File: config.mk
export PLATFORM = sky130hd
export DESIGN_NAME = fft_mem_sched
export DESIGN_NICKNAME = d
export VERILOG_FILES = /design/src/rtl/fft_mem_sched.sv
export SDC_FILE = /design/constraint.sdc
export NUM_CORES = 1
export LEC_CHECK = 0
export CAP_MARGIN = 20
export CORE_MARGIN = 5
export CORE_UTILIZATION = 45
export CTS_CLUSTER_DIAMETER = 60
export DETAILED_ROUTE_END_ITERATION = 16
export PLACE_DENSITY = 0.68
export RECOVER_POWER = 100
export SLEW_MARGIN = 20
export SYNTH_ARGS = -nofsm -noshare
export SYNTH_HDL_FRONTEND = slang
export SYNTH_SLANG_ARGS = --single-unit
File: constraint.sdc
create_clock -name Clk -period 12 [get_ports Clk]
set_clock_uncertainty 0.1 [all_clocks]
set_input_delay 3 -clock Clk [delete_from_list [all_inputs] [get_ports Clk]]
set_output_delay 3 -clock Clk [all_outputs]
set_load 0.005 [all_outputs]
File: src/rtl/fft_mem_sched.sv
// Address scheduler for an in-place radix-2 DIT FFT over a dual-port working memory.
// Issues operand/twiddle reads, tracks butterflies in flight and writes results back in order.
module fft_mem_sched #(
  parameter int LOG2N      = 8,
  parameter int FIFO_DEPTH = 8
) (
  input  logic                       Clk,
  input  logic                       Rst_n,
  input  logic                       Start,
  output logic                       Busy,
  output logic                       Done,
  output logic                       Err,
  output logic [$clog2(LOG2N)-1:0]   Stage,
  output logic                       En,
  output logic                       We_A,
  output logic                       We_B,
  output logic [LOG2N-1:0]           Addr_A,
  output logic [LOG2N-1:0]           Addr_B,
  output logic [LOG2N-2:0]           Tw_Addr,
  output logic                       Bf_In_Valid,
  input  logic                       Bf_Res_Valid
);

  localparam int AW = LOG2N;
  localparam int JW = LOG2N - 1;
  localparam int SW = $clog2(LOG2N);
  localparam int PW = $clog2(FIFO_DEPTH);
  localparam int CW = PW + 1;
  localparam logic [SW-1:0] LAST_STAGE = SW'(LOG2N - 1);
  localparam logic [JW-1:0] LAST_J     = {JW{1'b1}};
  localparam logic [CW-1:0] DEPTH_C    = CW'(FIFO_DEPTH);
  localparam logic [SW:0]   JW_C       = (SW+1)'(JW);

  typedef enum logic [1:0] {
    ST_IDLE  = 2'd0,
    ST_RUN   = 2'd1,
    ST_DRAIN = 2'd2,
    ST_DONE  = 2'd3
  } state_t;

  state_t        state_q, state_d;
  logic [SW-1:0] stage_q, stage_d;
  logic [JW-1:0] j_q, j_d;
  logic [CW-1:0] infl_q, infl_d;
  logic [PW-1:0] wr_ptr_q, wr_ptr_d;
  logic [PW-1:0] rd_ptr_q, rd_ptr_d;
  logic          err_q, err_d;
  logic          bf_in_valid_q;
  logic [AW-1:0] fifo_q [FIFO_DEPTH];

  logic [AW-1:0] half_s, mask_s, j_ext_s, rd_a_s, head_a_s;
  logic [JW-1:0] pos_s;
  logic [SW:0]   tw_sh_s;
  logic          rd_slot_s, wr_slot_s, bad_res_s;

  // Butterfly j of stage s: A keeps the low s bits of j and shifts the group bits up by one.
  always_comb begin
    half_s   = AW'(1'b1) << stage_q;
    mask_s   = half_s - AW'(1'b1);
    j_ext_s  = {1'b0, j_q};
    rd_a_s   = ((j_ext_s & ~mask_s) << 1'b1) | (j_ext_s & mask_s);
    pos_s    = j_q & mask_s[JW-1:0];
    tw_sh_s  = JW_C - {1'b0, stage_q};
    head_a_s = fifo_q[rd_ptr_q];
  end

  // Slot arbitration: a returning result always takes the memory, a read otherwise waits.
  always_comb begin
    bad_res_s = Bf_Res_Valid && ((state_q == ST_IDLE) || (infl_q == {CW{1'b0}}));
    wr_slot_s = Bf_Res_Valid && !bad_res_s;
    rd_slot_s = (state_q == ST_RUN) && !Bf_Res_Valid && (infl_q < DEPTH_C);
    En        = wr_slot_s || rd_slot_s;
    We_A      = wr_slot_s;
    We_B      = wr_slot_s;
    Addr_A    = {AW{1'b0}};
    Addr_B    = {AW{1'b0}};
    Tw_Addr   = {JW{1'b0}};
    if (wr_slot_s) begin
      Addr_A = head_a_s;
      Addr_B = head_a_s + half_s;
    end else if (rd_slot_s) begin
      Addr_A  = rd_a_s;
      Addr_B  = rd_a_s + half_s;
      Tw_Addr = pos_s << tw_sh_s;
    end else begin
      Tw_Addr = {JW{1'b0}};
    end
  end

  // Sequencing; the drain before each stage advance keeps stage s+1 reads behind stage s writes.
  always_comb begin
    state_d  = state_q;
    stage_d  = stage_q;
    j_d      = j_q;
    infl_d   = infl_q;
    wr_ptr_d = wr_ptr_q;
    rd_ptr_d = rd_ptr_q;
    err_d    = err_q | bad_res_s;
    if (rd_slot_s) begin
      infl_d   = infl_q + CW'(1'b1);
      wr_ptr_d = wr_ptr_q + PW'(1'b1);
      j_d      = j_q + JW'(1'b1);
    end else if (wr_slot_s) begin
      infl_d   = infl_q - CW'(1'b1);
      rd_ptr_d = rd_ptr_q + PW'(1'b1);
    end else begin
      infl_d = infl_q;
    end
    case (state_q)
      ST_IDLE: begin
        if (Start) begin
          state_d = ST_RUN;
          stage_d = {SW{1'b0}};
          j_d     = {JW{1'b0}};
          err_d   = 1'b0;
        end else begin
          state_d = ST_IDLE;
        end
      end
      ST_RUN: begin
        if (rd_slot_s && (j_q == LAST_J)) begin
          state_d = ST_DRAIN;
        end else begin
          state_d = ST_RUN;
        end
      end
      ST_DRAIN: begin
        if (infl_q == {CW{1'b0}}) begin
          if (stage_q == LAST_STAGE) begin
            state_d = ST_DONE;
          end else begin
            state_d = ST_RUN;
            stage_d = stage_q + SW'(1'b1);
            j_d     = {JW{1'b0}};
          end
        end else begin
          state_d = ST_DRAIN;
        end
      end
      ST_DONE: state_d = ST_IDLE;
      default: state_d = ST_IDLE;
    endcase
  end

  // State, counters and pointers.
  always_ff @(posedge Clk or negedge Rst_n) begin
    if (!Rst_n) begin
      state_q       <= ST_IDLE;
      stage_q       <= {SW{1'b0}};
      j_q           <= {JW{1'b0}};
      infl_q        <= {CW{1'b0}};
      wr_ptr_q      <= {PW{1'b0}};
      rd_ptr_q      <= {PW{1'b0}};
      err_q         <= 1'b0;
      bf_in_valid_q <= 1'b0;
    end else begin
      state_q       <= state_d;
      stage_q       <= stage_d;
      j_q           <= j_d;
      infl_q        <= infl_d;
      wr_ptr_q      <= wr_ptr_d;
      rd_ptr_q      <= rd_ptr_d;
      err_q         <= err_d;
      bf_in_valid_q <= rd_slot_s;
    end
  end

  // Issued A addresses; entries are only read after being written, so no reset.
  always_ff @(posedge Clk) begin
    if (rd_slot_s) begin
      fifo_q[wr_ptr_q] <= rd_a_s;
    end
  end

  assign Busy        = (state_q == ST_RUN) || (state_q == ST_DRAIN);
  assign Done        = (state_q == ST_DONE);
  assign Err         = err_q;
  assign Stage       = stage_q;
  assign Bf_In_Valid = bf_in_valid_q;

endmodule

**Yosys cells after proc, flatten, opt, wreduce, memory -nomap -nowiden**

Memory sizes are Yosys's and may differ from the RTL's.
Cells that the tools add are included.

- Bits of input ports: 4
- Bits in registers: 24
- Memories kept: 1
- Memory bits (writable): 64
- Output and inout port bits: 33

Memories:

| memory | words | width | read ports | clocked after Yosys merged registers in | wr ports | line | source |
|---|---|---|---|---|---|---|---|
| fifo_q | 8 | 8 | 1 | 0 | 1 | 49 | `logic [AW-1:0] fifo_q [FIFO_DEPTH];` |

- Shift-type cells: 2
- Reduce and logical (&&, ||, !) cells: 16
- $add $sub $neg: 10
- Multiplexer cells: 26
- Magnitude comparators: 1
- Equal/unequal tests: 8
- Bitwise operators: 7

Operators by type and width:

| cell | number |
|---|---|
| $mux W7 | 6 |
| $mux W8 | 4 |
| $add A8 B8 Y8 | 2 |
| $and A7 B7 Y7 | 2 |
| $pmux W7 S2 | 1 |
| $add A3 B1 Y3 const B | 3 |
| $mux W3 | 3 |
| $and A7 B8 Y8 | 1 |
| $mux W4 | 2 |
| $or A8 B8 Y8 | 1 |
| $pmux W2 S4 | 1 |
| $shl A1 B3 Y8 const A | 1 |
| $sub A8 B1 Y8 const B | 1 |
| $add A7 B1 Y7 const B | 1 |
| $eq A7 B7 Y1 const B | 1 |
| $not A7 Y7 | 1 |
| $shl A7 B4 Y7 | 1 |
| $mux W2 | 3 |
| $ne A2 B2 Y1 const B | 3 |
| $pmux W3 S2 | 1 |
| $logic_and A1 B1 Y1 | 5 |
| $mux W1 | 5 |
| $add A4 B1 Y4 const B | 1 |
| $eq A2 B2 Y1 const B | 2 |
| other kinds (14) | 18 |

**Longest topological paths before layout**

Gate-level depths: netlist (run 1).

- Word-level depth: 8
- Gate-level depth with buffers: 16
- Mapped depth without buffers: 14

**Least setup slack after synthesis (run 1)**

Ideal clock, no wire load.

- Kind: in2out
- Start point: in Bf_Res_Valid
- End point: out Addr_B[0]
- Buffers on the path: 3
- Arrival time: 4.291 ns
- Setup slack: 4.609 ns
- Stages: 7
- Required time: 8.900 ns
- Path through: or3b_1 clkbuf_1 inv_2 buf_2 buf_1 o21ai_0 nand2_1

- Word-level cells in the longest chain between the ends: 5
- Elaborated cells on any way between the ends: 8
- Classes of those cells: mux: 2; reduce/logical: 6

RTL lines:

| item | line | source |
|---|---|---|
| start: declaration | 21 | `input logic Bf_Res_Valid` |
| $logic_not A1 Y1 | 71 | `rd_slot_s = (state_q == ST_RUN) && !Bf_Res_Valid && (infl_q < DEPTH_C);` |
| $logic_and A1 B1 Y1 (2 in a row) | 71 |  |
| named net rd_slot_s | 54 | `logic rd_slot_s, wr_slot_s, bad_res_s;` |
| $mux W8 | 81 | `end else if (rd_slot_s) begin` |
| $mux W8 | 78 | `if (wr_slot_s) begin` |
| end: declaration | 18 | `output logic [LOG2N-1:0] Addr_B,` |

The timed path passes the listed nets, and every way through them passes these cells.

**Worst setup path in the final report (run 1)**

- Start point: in Bf_Res_Valid
- End point: out En

- Word-level cells in the longest chain between the ends: 4
- Elaborated cells on any way between the ends: 7
- Classes of those cells: reduce/logical: 7

RTL lines:

| item | line | source |
|---|---|---|
| $logic_and A1 B1 Y1 or $logic_not A1 Y1 (tied branches) | 69, 71 |  |
| $logic_not A1 Y1 or $logic_and A1 B1 Y1 (tied branches) | 70, 71 |  |
| $logic_and A1 B1 Y1, on equally long branches | 70, 71 |  |
| $logic_or A1 B1 Y1 (*) | 72 | `En = wr_slot_s \|\| rd_slot_s;` |
| end: declaration | 14 | `output logic En,` |

Mark *: on every way between the ends. The rest lies on a longest branch, timed or not.

==> results of run 1 <==
-- report_power, final --
part | switching [mW] | leakage [nW] | internal [mW]
clock | 0.116 | 0.0966 | 0.0818
sequential | 0.0704 | 0.941 | 0.363
combinational | 0.170 | 1.08 | 0.187
-- per-layer routing --
metal	vias to the layer above	track usage, %	share of wire, %	routed length (um)
met5	-	0	0	0
met4	0	6.57	2.4	263
met3	20	2.71	4.2	457
met2	92	31.1	50	5470
met1	1588	22.5	43	4650
li1	1552	-	-	-
-- worst max path at each step --
stage | endpoint | slack (ns) | depth (start not counted)
2_1_floorplan | Addr_B[0] | 4.61 | 7
3_3_place_gp | Tw_Addr[3] | 3.65 | 7
4_1_cts | Tw_Addr[2] | 3.59 | 7
5_1_grt | En | 2.30 | 7
3_5_place_dp | Tw_Addr[2] | 3.61 | 7
6_report | En | 2.51 | 7
-- state kept, by name, summed over array words and instances (netlist names) --
register,cells
infl_q,4
state_q,2
j_q,7
rd_ptr_q,3
Err,1
fifo_q,64
wr_ptr_q,3
Bf_In_Valid,1
Stage,3
-- logic make-up (layout without fill, tap and decap cells) --
family	Yosys count	after routing	share of synthesized area, %
adder cells (fa/ha/maj)	28	28	7.37
multiplexers	27	27	10.2
buffers and inverters	42	74	3.63
AND/OR/NAND/NOR	105	105	10.1
other	1	1	0.0772
AO/OA/AOI/OAI	87	87	11.5
XOR/XNOR	29	29	5.23
flip-flops	88	88	51.9
-- metrics by stage --
stage	cell area [um^2]	worst slack [ns]	utilization [%]	hold slack, ns
after floorplan	4860	4.61	-	0.385
after global placement	5330	3.65	49.8	0.419
after detailed placement	5330	3.61	49.8	0.430
after CTS	5520	3.59	51.6	0.451
after global routing	5490	2.30	51.3	0.472
final	5490	2.51	51.3	0.430
-- critical path, delay by kind of cell --
kind                   cells  cell delay [ns]
buffers and inverters      5             2.83
AND/OR/NAND/NOR            2             0.54
-- synth_stat cells (all sizes together), types with 6 or more instances --
master / count
a21oi: 18
a22o: 6
buf: 10
clkbuf: 15
dfrtp: 24
edfxtp: 64
ha: 27
inv: 17
mux2: 6
mux4: 16
nand2: 46
nor2: 22
o21ai: 23
o22ai: 9
xnor2: 21
xor2: 8
-- layout make-up --
| cell class | count | area (um^2) | share of cell area (%) |
|---|---|---|---|
| flip-flops and latches | 88 | 2520 | 46.0 |
| multi-input cells | 277 | 2160 | 39.3 |
| repair buffers | 41 | 373 | 6.80 |
| well taps | 140 | 175 | 3.19 |
| clock buffers | 9 | 124 | 2.26 |
| clock inverters | 7 | 67.6 | 1.23 |
| inverters | 17 | 63.8 | 1.16 |
==> results.sh, run 1 <==
export IMPL_status="finished, violations left"
export IMPL_violations="capacitance limit, slew limit"
export IMPL_p_leak_nw=2.11
export IMPL_slowest_stage="clkbuf_1"
export IMPL_cts_hold_buf=0
export IMPL_mostFrequentLayoutCells="edfxtp_1 (64), nand2_1 (46), dlygate4sd3_1 (35)"
export IMPL_critPathMostFrequentCell="dlygate4sd3_1"
export IMPL_vdd_drop_max_mv=0.109
export IMPL_antenna_found_initial=0
export IMPL_gp_congestion=0.874
export IMPL_cts_setup_buffers=0
export IMPL_yosysUniqueCellTypes=57
export IMPL_syn_area_per_cell_um2=11.9
export IMPL_firstDrtPassIters=5
export IMPL_wl_per_cell_um=18.7
export IMPL_num_io_pins=37
export IMPL_pwr_density_cell_mw_per_mm2=180
export IMPL_numPortBuffers=36
export IMPL_vias=3252
export IMPL_drc=0
export IMPL_fin_nets=466
export IMPL_clock_root_buffer="clkbuf_8"
export IMPL_period_share_pct=79.1
export IMPL_r2r_slack_ns=7.77
export IMPL_gr_usage_all_layers_pct=17.8
export IMPL_cts_resized=0
export IMPL_via_per_inst=5.62
export IMPL_layout_drive_gt1_share_pct=10.0
export IMPL_grt_max_degree=25
export IMPL_synth_seq_cells=88
export IMPL_place_inst=563
export IMPL_wl_mm=10.8
export IMPL_r2r_start="state_q[1]$_DFF_PN0_"
export IMPL_area_delta_synth_final_pct=12.9
export IMPL_hpwlAfterDp_mm=7.81
export IMPL_rsz0062_at_grt="no"
export IMPL_numCtsBuffers=9
export IMPL_cp_required_ns=8.90
export IMPL_syn_nets=439
export IMPL_power_uw=989
export IMPL_grt_pass1_wl_mm=17.9
export IMPL_die_area_mm2=0.0130
export IMPL_hold_viol_final=0
export IMPL_cts_tree="built"
export IMPL_core_mm2=0.0107
export IMPL_crit_fanout=21
export IMPL_syn_cell_area_mm2=0.00486
export IMPL_rows=38
export IMPL_endpoint_kind="output pin"
export IMPL_synth_top_area_cell="edfxtp_1"
export IMPL_die_w_um=114
export IMPL_syn_inst=407
export IMPL_cts_max_level=3
export IMPL_cap_violations=2
export IMPL_timing_rr_end="fifo_q[6][2]$_DFFE_PP_"
export IMPL_cp_startpoint="Bf_Res_Valid"
export IMPL_cts_buffer_depth=2
export IMPL_synth_top_area_share_pct=39.6
export IMPL_relSlewSlack_pct=-3.01
export IMPL_hold_class="reg -> reg"
export IMPL_synth_edf_count=64
export IMPL_clock_fmax_mhz=105
export IMPL_worst_setup_path_start_kind="primary input"
export IMPL_ant_nets=0
export IMPL_yosys_warnings=0
export IMPL_path_cells="dlygate4sd3_1 > or3b_1 > clkbuf_1 > inv_1 > nor2_1 > clkinv_1 > dlygate4sd3_1"
export IMPL_clk_latency_ns=0.35
export IMPL_drt_iter0_drc=261
export IMPL_fillers=956
export IMPL_grt_ovfl_total=0
export IMPL_initial_core_util_pct=45.4
export IMPL_die_h_um=114
export IMPL_finalSetupTns_ns=0
export IMPL_clock_sinks=88
export IMPL_synthTopCellsByArea="edfxtp_1 (40%), dfrtp_1 (12%), mux4_2 (7.4%)"
export IMPL_drv_slew=18
export IMPL_cp_slowest_stage_delay_ns=0.82
export IMPL_fin_cells=579
export IMPL_worstHoldPathCells=2
export IMPL_setup_violations=0
export IMPL_yosysSeqAreaShare_pct=51.9
export IMPL_critical_path_class="in -> out"
export IMPL_async_flop_share_pct=27.3
export IMPL_hp_start="Err$_DFF_PN0_"
export IMPL_diodes=0
export IMPL_grt_pass1_vias=3416
export IMPL_clk_pin_slew_worst_paths_ns=0.09
export IMPL_layout_commonest_cell="edfxtp_1"
export IMPL_min_period_ns=9.49
export IMPL_reg2regPathDepth=7
export IMPL_cp_arrival_ns=6.39
export IMPL_synth_flop_cell="edfxtp_1"
export IMPL_min_to="Err$_DFF_PN0_"
export IMPL_worst_pin_slew_ns=1.53
Power figures use the tool's default switching activity.
==> run 2: changes to the inputs <==
- PLACE_DENSITY: 0.68 -> 0.71
- clock period: 12 -> 8.64 ns (I/O delays scaled with it)
==> results.sh, run 2 (synthesis gave the netlist of run 1 again) <==
export IMPL_reg_top3="fifo_q: 64 flops, j_q: 7 flops, infl_q: 4 flops"
export IMPL_layout_commonest_cell="edfxtp_1"
export IMPL_pwr_density_cell_mw_per_mm2=250
export IMPL_rows=38
export IMPL_clock_sinks=88
export IMPL_p_leak_nw=2.11
export IMPL_grt_max_degree=25
export IMPL_period_share_pct=89.8
export IMPL_cts_buffer_depth=2
export IMPL_num_io_pins=37
export IMPL_cts_hold_buf=0
export IMPL_cap_violations=0
export IMPL_worst_setup_path_start_kind="primary input"
export IMPL_drv_slew=0
export IMPL_layout_drive_gt1_share_pct=9.32
export IMPL_numCtsBuffers=9
export IMPL_grtUsageMet3_pct=3.55
export IMPL_clk_pin_slew_worst_paths_ns=0.08
export IMPL_cp_required_ns=6.38
export IMPL_core_mm2=0.0107
export IMPL_die_h_um=114
export IMPL_die_w_um=114
export IMPL_worst_pin_slew_ns=1.47
export IMPL_crit_fanout=21
export IMPL_cts_resized=0
export IMPL_vias=3252
export IMPL_die_area_mm2=0.0130
export IMPL_hpwlAfterDp_mm=7.80
export IMPL_vdd_drop_max_mv=0.115
export IMPL_finalSetupTns_ns=0
export IMPL_hold_class="reg -> reg"
export IMPL_setup_violations=0
export IMPL_initial_core_util_pct=45.4
export IMPL_endpoint_kind="output pin"
export IMPL_cts_max_level=3
export IMPL_antenna_found_initial=0
export IMPL_top_register="fifo_q"
export IMPL_clk_latency_ns=0.35
export IMPL_fin_nets=467
export IMPL_cts_tree="built"
export IMPL_relSlewSlack_pct=1.93
export IMPL_ant_nets=0
export IMPL_gp_congestion=0.875
export IMPL_via_per_inst=5.61
export IMPL_clock_fmax_mhz=129
export IMPL_gr_usage_all_layers_pct=17.8
export IMPL_critical_path_class="in -> out"
export IMPL_drc=0
export IMPL_mostFrequentLayoutCells="edfxtp_1 (64), nand2_1 (46), dlygate4sd3_1 (33)"
export IMPL_largest_register_ff_count=64
export IMPL_busiest_layer="met2"
export IMPL_clock_root_buffer="clkbuf_8"
export IMPL_hold_viol_final=0
export IMPL_diodes=0
export IMPL_wl_per_cell_um=19.0
export IMPL_final_util_pct=51.3
export IMPL_grt_use_met2_pct=31.4
export IMPL_firstDrtPassIters=4
export IMPL_grt_pass1_wl_mm=17.7
export IMPL_grt_pass1_vias=3331
export IMPL_grt_ovfl_total=0
export IMPL_cp_arrival_ns=5.50
export IMPL_wl_mm=11.0
export IMPL_cts_setup_buffers=0
export IMPL_grtUsageMet1_pct=22.6
export IMPL_status="finished clean"
export IMPL_rsz0062_at_grt="no"
export IMPL_min_period_ns=7.76
export IMPL_area_delta_synth_final_pct=12.9
export IMPL_numPortBuffers=36
export IMPL_drt_iter0_drc=168
export IMPL_fillers=953
run 2: power breakdown:
group	total [mW]	switching [mW]	internal, mW
clock network	0.271	0.140	0.131
logic	0.498	0.237	0.261
registers	0.602	0.0972	0.504
total	1.37	0.474	0.896
run 2: cell type report:
| cell class | instances | area (um^2) | share of cell area [%] |
|---|---|---|---|
| Sequential cell | 88 | 2520 | 46.0 |
| Inverter | 17 | 63.8 | 1.16 |
| Tap cell | 140 | 175 | 3.19 |
| Clock buffer | 9 | 124 | 2.26 |
| Timing Repair Buffer | 42 | 377 | 6.87 |
| Clock inverter | 7 | 62.6 | 1.14 |
| Multi-Input combinational cell | 277 | 2160 | 39.4 |
run 2: stage by stage:
step	worst slack, ns	instance area, um^2	hold WS (ns)	instances	power (mW)
after detailed placement	1.93	5340	0.428	564	1.13
after global routing	0.625	5480	0.472	580	1.46
final	0.881	5480	0.440	580	1.37
after global placement	1.97	5340	0.417	564	1.12
after floorplan	2.93	4860	0.385	407	0.950
after CTS	1.52	5520	0.448	580	1.40
run 2: worst max-delay path, stage by stage:
cell	delay (ns)
dlygate4sd3_1	0.61
or3b_1	0.14
clkbuf_1	0.84
inv_1	0.70
nor2_1	0.42
clkinv_1	0.16
clkdlybuf4s50_1	0.47
run 2: final timing paths:
check / to / startpoint / slack (ns) / depth (start not counted)
worst max-delay path: En / Bf_Res_Valid / 0.88 / 7
worst min-delay path: Err$_DFF_PN0_ / Err$_DFF_PN0_ / 0.44 / 2
worst max register to register: fifo_q[5][6]$_DFFE_PP_ / state_q[1]$_DFF_PN0_ / 4.44 / 7
worst min register to register: Err$_DFF_PN0_ / Err$_DFF_PN0_ / 0.44 / 2
max in group asynchronous: rd_ptr_q[0]$_DFFE_PN0P_ / Rst_n / 5.61 / 1
min in group asynchronous: Stage[1]$_DFFE_PN0P_ / Rst_n / 1.97 / 1
run 2: layer usage:
metal  up-vias  routed length [um]
met1      1602                4700
met3        17                 462
met5         -                   0
li1       1552                   -
met4         0                 132
met2        81                5700
